**src/rtl/geo_window_rd.sv**
```systemverilog
// rtl/geo_window_rd.sv - GeoRAM IO1 window read responder with a one-byte read buffer
// Optional feature GEO_RD_PREFETCH_EN: after each buffered hit, prefetch A+1 (page-wrapping).
module geo_window_rd #(
  parameter int MEM_AW  = 22,
  parameter bit NOFETCH = 1'b0
) (
  input  logic              PHI2,
  input  logic              nRESET,
  input  logic              WinSEL,
  input  logic              nWE,
  input  logic [7:0]        A,
  input  logic [7:0]        WRD,
  input  logic [7:0]        Block,
  input  logic [5:0]        Window,
  output logic [7:0]        RDD,
  output logic              RDOE,
  output logic              Stall,
  output logic              MemREQ,
  output logic [MEM_AW-1:0] MemADDR,
  input  logic              MemACK,
  input  logic [7:0]        MemRD
);

  if (MEM_AW != 22 || NOFETCH != 1'b0) begin : gParamCheck
    $error("geo_window_rd: MEM_AW must be 22 and NOFETCH must be 0");
  end

  typedef enum logic [1:0] {StIdle, StFetch, StGap} geoState;

  geoState           state, nState;
  logic              pfValid, nPfValid;
  logic [MEM_AW-1:0] pfAddr, nPfAddr;
  logic [7:0]        pfData, nPfData;
  logic              nMemReq;
  logic [MEM_AW-1:0] nMemAddr;
  logic              stale, nStale;

  logic [MEM_AW-1:0] curAddr;
  logic              rd, wr, hit, wrFetchAddr;

  assign curAddr     = {Block, Window, A};
  assign rd          = WinSEL & nWE;
  assign wr          = WinSEL & ~nWE;
  assign hit         = pfValid & (pfAddr == curAddr);
  assign wrFetchAddr = wr & (curAddr == MemADDR);

  assign RDOE  = rd & hit;
  assign RDD   = pfData;
  assign Stall = rd & ~hit;

`ifdef GEO_RD_PREFETCH_EN
  logic [MEM_AW-1:0] nextAddr;
  // A+1 is evaluated at 8 bits so 0xFF wraps to 0x00 without touching Window.
  assign nextAddr = {Block, Window, A + 8'd1};
`endif

  always_comb begin
    nState   = state;
    nPfValid = pfValid;
    nPfAddr  = pfAddr;
    nPfData  = pfData;
    nMemReq  = MemREQ;
    nMemAddr = MemADDR;
    nStale   = stale;

    if (wr && pfValid && (curAddr == pfAddr)) begin
      nPfData = WRD;
    end

    case (state)
      StIdle: begin
        if (rd && !hit) begin
          nMemAddr = curAddr;
          nMemReq  = 1'b1;
          nPfValid = 1'b0;
          nState   = StFetch;
        end
`ifdef GEO_RD_PREFETCH_EN
        else if (rd && hit) begin
          // The old buffer keeps serving reads until this fetch lands.
          nMemAddr = nextAddr;
          nMemReq  = 1'b1;
          nState   = StFetch;
        end
`endif
      end

      StFetch: begin
        if (MemACK) begin
          nMemReq = 1'b0;
          nStale  = 1'b0;
          nState  = StGap;
          // A write to the fetched address on the ACK edge also makes the data stale.
          if (!stale && !wrFetchAddr) begin
            nPfData  = MemRD;
            nPfAddr  = MemADDR;
            nPfValid = 1'b1;
          end
        end else if (wrFetchAddr || (rd && !hit && (curAddr != MemADDR))) begin
          nStale = 1'b1;
        end
      end

      StGap: begin
        nState = StIdle;
      end

      default: begin
        nState = StIdle;
      end
    endcase
  end

  always_ff @(posedge PHI2) begin
    if (!nRESET) begin
      state   <= StIdle;
      pfValid <= 1'b0;
      pfAddr  <= '0;
      pfData  <= '0;
      MemREQ  <= 1'b0;
      MemADDR <= '0;
      stale   <= 1'b0;
    end else begin
      state   <= nState;
      pfValid <= nPfValid;
      pfAddr  <= nPfAddr;
      pfData  <= nPfData;
      MemREQ  <= nMemReq;
      MemADDR <= nMemAddr;
      stale   <= nStale;
    end
  end

endmodule

```
**config.mk**
```make
export PLATFORM = sky130hd
export DESIGN_NAME = geo_window_rd
export DESIGN_NICKNAME = d
export VERILOG_FILES = /design/src/rtl/geo_window_rd.sv
export SDC_FILE = /design/constraint.sdc
export NUM_CORES = 1
export LEC_CHECK = 0
export ABC_AREA = 1
export CAP_MARGIN = 30
export CORE_MARGIN = 2
export CORE_UTILIZATION = 45
export DETAILED_ROUTE_END_ITERATION = 6
export GPL_TIMING_DRIVEN = 1
export PLACE_DENSITY = 0.77
export SETUP_SLACK_MARGIN = 0.15
export SKIP_CTS_REPAIR_TIMING = 1
export SLEW_MARGIN = 25
export SYNTH_ARGS = -nofsm -noshare
export SYNTH_HDL_FRONTEND = slang
export SYNTH_SLANG_ARGS = --single-unit
```
**constraint.sdc**
```tcl
create_clock -name PHI2 -period 1.43 [get_ports PHI2]
set_input_delay 0.2145 -clock PHI2 [delete_from_list [all_inputs] [get_ports PHI2]]
set_output_delay 0.2145 -clock PHI2 [all_outputs]
set_load 0.01 [all_outputs]
```
==> results of run 1 <==
[state kept, by name, summed over array words and instances (netlist names)]
signal and count:
pfAddr 22, MemREQ 1, state 2, pfValid 1
MemADDR 22, stale 1, RDD 8
[through the flow]
step | utilization [%] | worst slack, ps | power, mW | TNS [ps]
finish | 81.65 | -614.7 | 5.033 | -26790
global route | 81.65 | -678.8 | 5.169 | -31470
CTS | 69.46 | -866.7 | 4.672 | -28430
detailed placement | 65.57 | -863.1 | 2.703 | -44590
global placement | 65.57 | -846.7 | 2.674 | -42470
floorplan | - | -10.42 | 2.215 | -222.6
[cell families (layout without fill, tap and decap cells)]
kind of cell	count (synthesis)	after routing	share of synthesized area (%)
buffers and inverters	90	244	12.44
xor gates and xnor gates	9	9	2.512
and+or+nand+nor	356	363	44.82
DFF	57	57	36.36
AOI/OAI and AO/OA	24	24	3.868
[critical path, delay by kind of cell, from the launching register on]
kind / cells / cell delay, ps
buffers and inverters: 3 / 370
flip-flops: 1 / 350
AND/OR/NAND/NOR: 10 / 1200
[synthesized netlist by cell type (all sizes together)]
master,n
nor2,137
clkbuf,1
xnor2,6
nand3,16
xor2,3
nand4,3
a21oi,2
nor3,3
inv,75
dfxtp,57
o22ai,1
o21ai,21
nand2,197
buf,14
[metal layers]
| metal | track usage, % | routed length (um) | up-vias |
|---|---|---|---|
| li1 | - | - | 1913 |
| met1 | 29.08 | 4940 | 1880 |
| met2 | 38.91 | 6514 | 267 |
| met3 | 4.834 | 1387 | 96 |
| met4 | 6.294 | 813 | 0 |
| met5 | 0 | 0 | - |
[power by group]
part           internal (mW)  switching (mW)
logic                  0.571           0.666
registers               1.68          0.0804
clock network           1.30           0.732
total                   3.55            1.48
[final cells by class]
cell class              instances  area, um^2  share of cell area [%]
well taps                      80       100.1                   1.814
repair buffers                153        1588                   28.78
flip-flops and latches         57        1187                   21.52
multi-input cells             396        2088                   37.85
inverters                      75       290.3                   5.262
clock inverters                 4       97.59                   1.769
clock buffers                  12       165.2                   2.994
[worst paths after layout]
path | cells past startpoint | startpoint | to | slack (ps)
worst min-delay path | 3 | Window[5] | MemADDR[13]$_SDFFE_PN0P_ | 190
worst min register to register | 2 | MemREQ$_SDFFE_PN0P_ | MemREQ$_SDFFE_PN0P_ | 490
worst max register to register | 13 | MemADDR[10]$_SDFFE_PN0P_ | pfAddr[7]$_SDFFE_PN0P_ | -610
worst max-delay path | 13 | MemADDR[10]$_SDFFE_PN0P_ | pfAddr[7]$_SDFFE_PN0P_ | -610
==> flow_summary.json, run 1 <==
{
  "status": "finished, violations left",
  "violations": "setup timing",
  "ys_seq_area_share_pct": 36.36,
  "die_h_um": 87.51,
  "clock_sinks": 57,
  "cts_tree": "yes",
  "dieWidth_um": 87.51,
  "place_congestion": 0.8642,
  "setup_viol": 58,
  "whs_ps": 191.6,
  "ys_warn_count": 0,
  "final_common_cell": "nor2_1",
  "cts_buffer_depth": 2,
  "syn_avg_cell_area_um2": 5.854,
  "cp-start-kind": "flop",
  "drive_gt1_share_pct": 36.01,
  "worst_clock_skew_ps": 12.64,
  "worstSetupPathType": "flop to flop",
  "numPortBuffers": 75,
  "rsz0062_at_grt": "true",
  "drt_iter0_markers": 432,
  "viasPerCell": 5.349,
  "leakage_nw": 3.302,
  "irDropWorstVdd_uv": 789.5,
  "vias": 4156,
  "hold_class": "input pin to flop",
  "grt_max_degree": 47,
  "syn_area_mm2": 0.003138,
  "synth_top_area_cell": "dfxtp_1",
  "endpoint_kind": "flop",
  "slew_headroom_pct": 72.67,
  "final_nets": 735,
  "fin_cells": 777,
  "cts_made_buffers": 9,
  "final.min_clock_period_ps": 2045,
  "cp_slowest_cell": "dfxtp_2",
  "dr.pass1.iters": 7,
  "fin_area_mm2": 0.005517,
  "yosysTopAreaCellShare_pct": 36.36,
  "start_util_pct": 46.44,
  "postPlaceCellArea_mm2": 0.004431,
  "detail-route-antenna-nets": 0,
  "hold_viol_final": 0,
  "maxCapViolCount": 0,
  "rows": 30,
  "insertion_delay_ps": 360,
  "crit_path_cell_trace": "inv_1 -> nand2_1 -> nand2_1 -> nor2_2 -> nand2_1 -> nor2_2 -> nand4_1 -> nand3_4 -> buf_12 -> clkbuf_16 -> nand2_2 -> nand2_1 -> nor2_1",
  "timing.fmax_mhz": 489.1,
  "synthCells": 536,
  "wl_per_cell_um": 17.57,
  "powerDensity_mw_per_mm2": 912.3,
  "core-area_mm2": 0.006756,
  "clock-root-buffer": "clkbuf_8",
  "yosysUniqueCellTypes": 23,
  "wl_um": 13660,
  "path_clk_slew_ps": 70,
  "die-area_mm2": 0.007657,
  "synth.area.top_cells": "dfxtp_1, nand2_1, nor2_1",
  "drc_errors": 0,
  "diodes": 0,
  "grt_antenna_before_repair": 0,
  "period_share_pct": 143.0,
  "ys_ff_latch": 57,
  "grt_pass1_wl_um": 13830,
  "slew_violations": 0,
  "crit_fanout": 6,
  "cp_common_cell": "nand2_1",
  "area_delta_synth_final_pct": 75.80,
  "dp_hpwl_um": 6101,
  "most-common-layout-cells": "nor2_1, nand2_1, buf_4",
  "worstPathRequired_ps": 1680,
  "max_stage_delay_ps": 350,
  "grt_pass1_vias": 3242,
  "place_inst": 740,
  "setup_ws_ps": -614.7,
  "fill_cells": 374,
  "grt_overflow_total": 0,
  "arrival_ps": 2290,
  "syn_nets": 579,
  "worstMarginPinSlew_ps": 410.0,
  "htree_levels": 3,
  "ios": 76,
  "track_usage_pct": 22.78
}
No activity file was read; power rests on OpenSTA's default activity.
==> inputs of run 2 (changes only) <==
--- a/config.mk
+++ b/config.mk
@@ -10,7 +10,9 @@
 export CORE_MARGIN = 2
 export CORE_UTILIZATION = 45
 export DETAILED_ROUTE_END_ITERATION = 6
+export GPL_ROUTABILITY_DRIVEN = 0
 export GPL_TIMING_DRIVEN = 1
+export HOLD_SLACK_MARGIN = 0.02
 export PLACE_DENSITY = 0.77
 export SETUP_SLACK_MARGIN = 0.15
 export SKIP_CTS_REPAIR_TIMING = 1
==> results of run 2 <==
No change in the layout: final DEF, timing and power equal those of run 1.
==> inputs of run 3 (changes only) <==
--- a/config.mk
+++ b/config.mk
@@ -9,6 +9,7 @@
 export CAP_MARGIN = 30
 export CORE_MARGIN = 2
 export CORE_UTILIZATION = 45
+export CTS_CLUSTER_DIAMETER = 80
 export DETAILED_ROUTE_END_ITERATION = 6
 export GPL_ROUTABILITY_DRIVEN = 0
 export GPL_TIMING_DRIVEN = 1
==> constraint.sdc (replaced) <==
create_clock -name PHI2 -period 1.43 [get_ports PHI2]
set_input_delay 0.2145 -clock PHI2 [delete_from_list [all_inputs] [get_ports PHI2]]
set_output_delay 0.2145 -clock PHI2 [all_outputs]
set_load 0.005 [all_outputs]
==> run 3 against run 2 <==
Compared with the run above: the flow still finishes with violations (setup timing); first-iteration DRC count down 48%; sequential power barely moved; cell area fell by 6.9%; register-to-register slack better by 130 ps; utilization down 5.6 points; routed wire length down 27%; sequential cell count unchanged; highest routed layer unchanged; combinational power fell by 19%; final cell count fell by 0.90%.
==> flow_summary.json, run 3 (same netlist as run 1, synthesis figures left out) <==
{
  "worstSetupPathType": "flop to output pin",
  "drc_errors": 0,
  "start_util_pct": 46.44,
  "timing.fmax_mhz": 518.8,
  "clock-root-buffer": "clkbuf_8",
  "ios": 76,
  "drive_gt1_share_pct": 27.54,
  "arrival_ps": 1710,
  "viasPerCell": 4.834,
  "htree_levels": 3,
  "core-area_mm2": 0.006756,
  "busiest_layer": "met2",
  "grt_overflow_total": 0,
  "gr-usage-met2_pct": 38.02,
  "insertion_delay_ps": 330,
  "grt_antenna_before_repair": 0,
  "status": "finished, violations left",
  "grt_max_degree": 47,
  "fill_cells": 489,
  "leakage_nw": 3.224,
  "final_common_cell": "nand2_1",
  "area_delta_synth_final_pct": 63.68,
  "final.min_clock_period_ps": 1927,
  "drt_iter0_markers": 224,
  "clock_sinks": 57,
  "violations": "setup timing",
  "cts_tree": "yes",
  "slew_headroom_pct": 79.11,
  "setup_ws_ps": -497.5,
  "wl_per_cell_um": 12.89,
  "cp-start-kind": "flop",
  "hold_class": "input pin to flop",
  "path_clk_slew_ps": 70,
  "grt_pass1_vias": 3248,
  "detail-route-antenna-nets": 0,
  "dpl_worst_slack_ps": -827.6,
  "final_nets": 728,
  "numPortBuffers": 75,
  "period_share_pct": 134.8,
  "grt_pass1_wl_um": 13940,
  "diodes": 0,
  "dr.pass1.iters": 4,
  "worstPathRequired_ps": 1220,
  "vias": 3722,
  "wl_um": 9927,
  "slew_violations": 0,
  "fin_cells": 770,
  "dp_hpwl_um": 6076,
  "rsz0062_at_grt": "true",
  "cts_buffer_depth": 2,
  "use_met1_pct": 28.99,
  "crit_fanout": 3,
  "power_mw": 4.265,
  "setup_viol": 58,
  "die-area_mm2": 0.007657,
  "irDropWorstVdd_uv": 575.2,
  "endpoint_kind": "output pin",
  "maxCapViolCount": 0,
  "rows": 30,
  "use_met3_pct": 3.791,
  "dieWidth_um": 87.51,
  "cts_made_buffers": 9,
  "most-common-layout-cells": "nand2_1, nor2_1, buf_4",
  "worst_clock_skew_ps": 7.523,
  "worstMarginPinSlew_ps": 313.4,
  "die_h_um": 87.51,
  "track_usage_pct": 22.83,
  "place_inst": 736,
  "hold_viol_final": 0,
  "powerDensity_mw_per_mm2": 830.3
}
[run 3: layer usage]
layer	up-vias	wire length (um)
met2	126	4943
met5	-	0
met1	1696	4118
met3	24	629
met4	0	237
li1	1876	-
[run 3: final timing paths]
check,start,to,slack (ps),cells past startpoint
hold / removal,Block[6],MemADDR[20]$_SDFFE_PN0P_,160,3
setup reg to reg,pfAddr[7]$_SDFFE_PN0P_,RDD[3]$_SDFF_PN0_,-480,15
hold reg to reg,MemREQ$_SDFFE_PN0P_,MemREQ$_SDFFE_PN0P_,460,2
setup / recovery,pfAddr[7]$_SDFFE_PN0P_,Stall,-500,11
[run 3: critical path, stage by stage, from the launching register on]
cell and delay, ps:
dfxtp_1 330, inv_1 70, nand2_1 70, o21ai_1 80, nor2_1 100, nand3_1 110, nor2_2 150, nand3_2 110
buf_6 130, nand2_4 80, inv_6 50, buf_6 100
[run 3: report_power, final]
group	internal (mW)	switching, mW
logic	0.516	0.491
clock network	0.849	0.650
registers	1.69	0.0700
total	3.05	1.21
[run 3: area by class of cell]
type | instances | area [um^2] | share of cell area (%)
Clock buffer | 13 | 148.9 | 2.899
Clock inverter | 3 | 40.04 | 0.7795
Timing Repair Buffer | 153 | 1569 | 30.55
Tap cell | 80 | 100.1 | 1.949
Inverter | 75 | 290.3 | 5.652
Multi-Input combinational cell | 389 | 1809 | 35.23
Sequential cell | 57 | 1179 | 22.95
[run 3: through the flow]
step           utilization (%)  area (um^2)  setup TNS, ps  hold WS (ps)
2_1_floorplan                -         3172              0         335.0
3_5_place_dp             64.78         4377         -41020         462.4
6_report                 76.02         5136         -20360         162.6
4_1_cts                  67.57         4566         -23880         245.3
5_1_grt                  76.02         5136         -27410         201.8
3_3_place_gp             64.78         4377         -38260         451.6
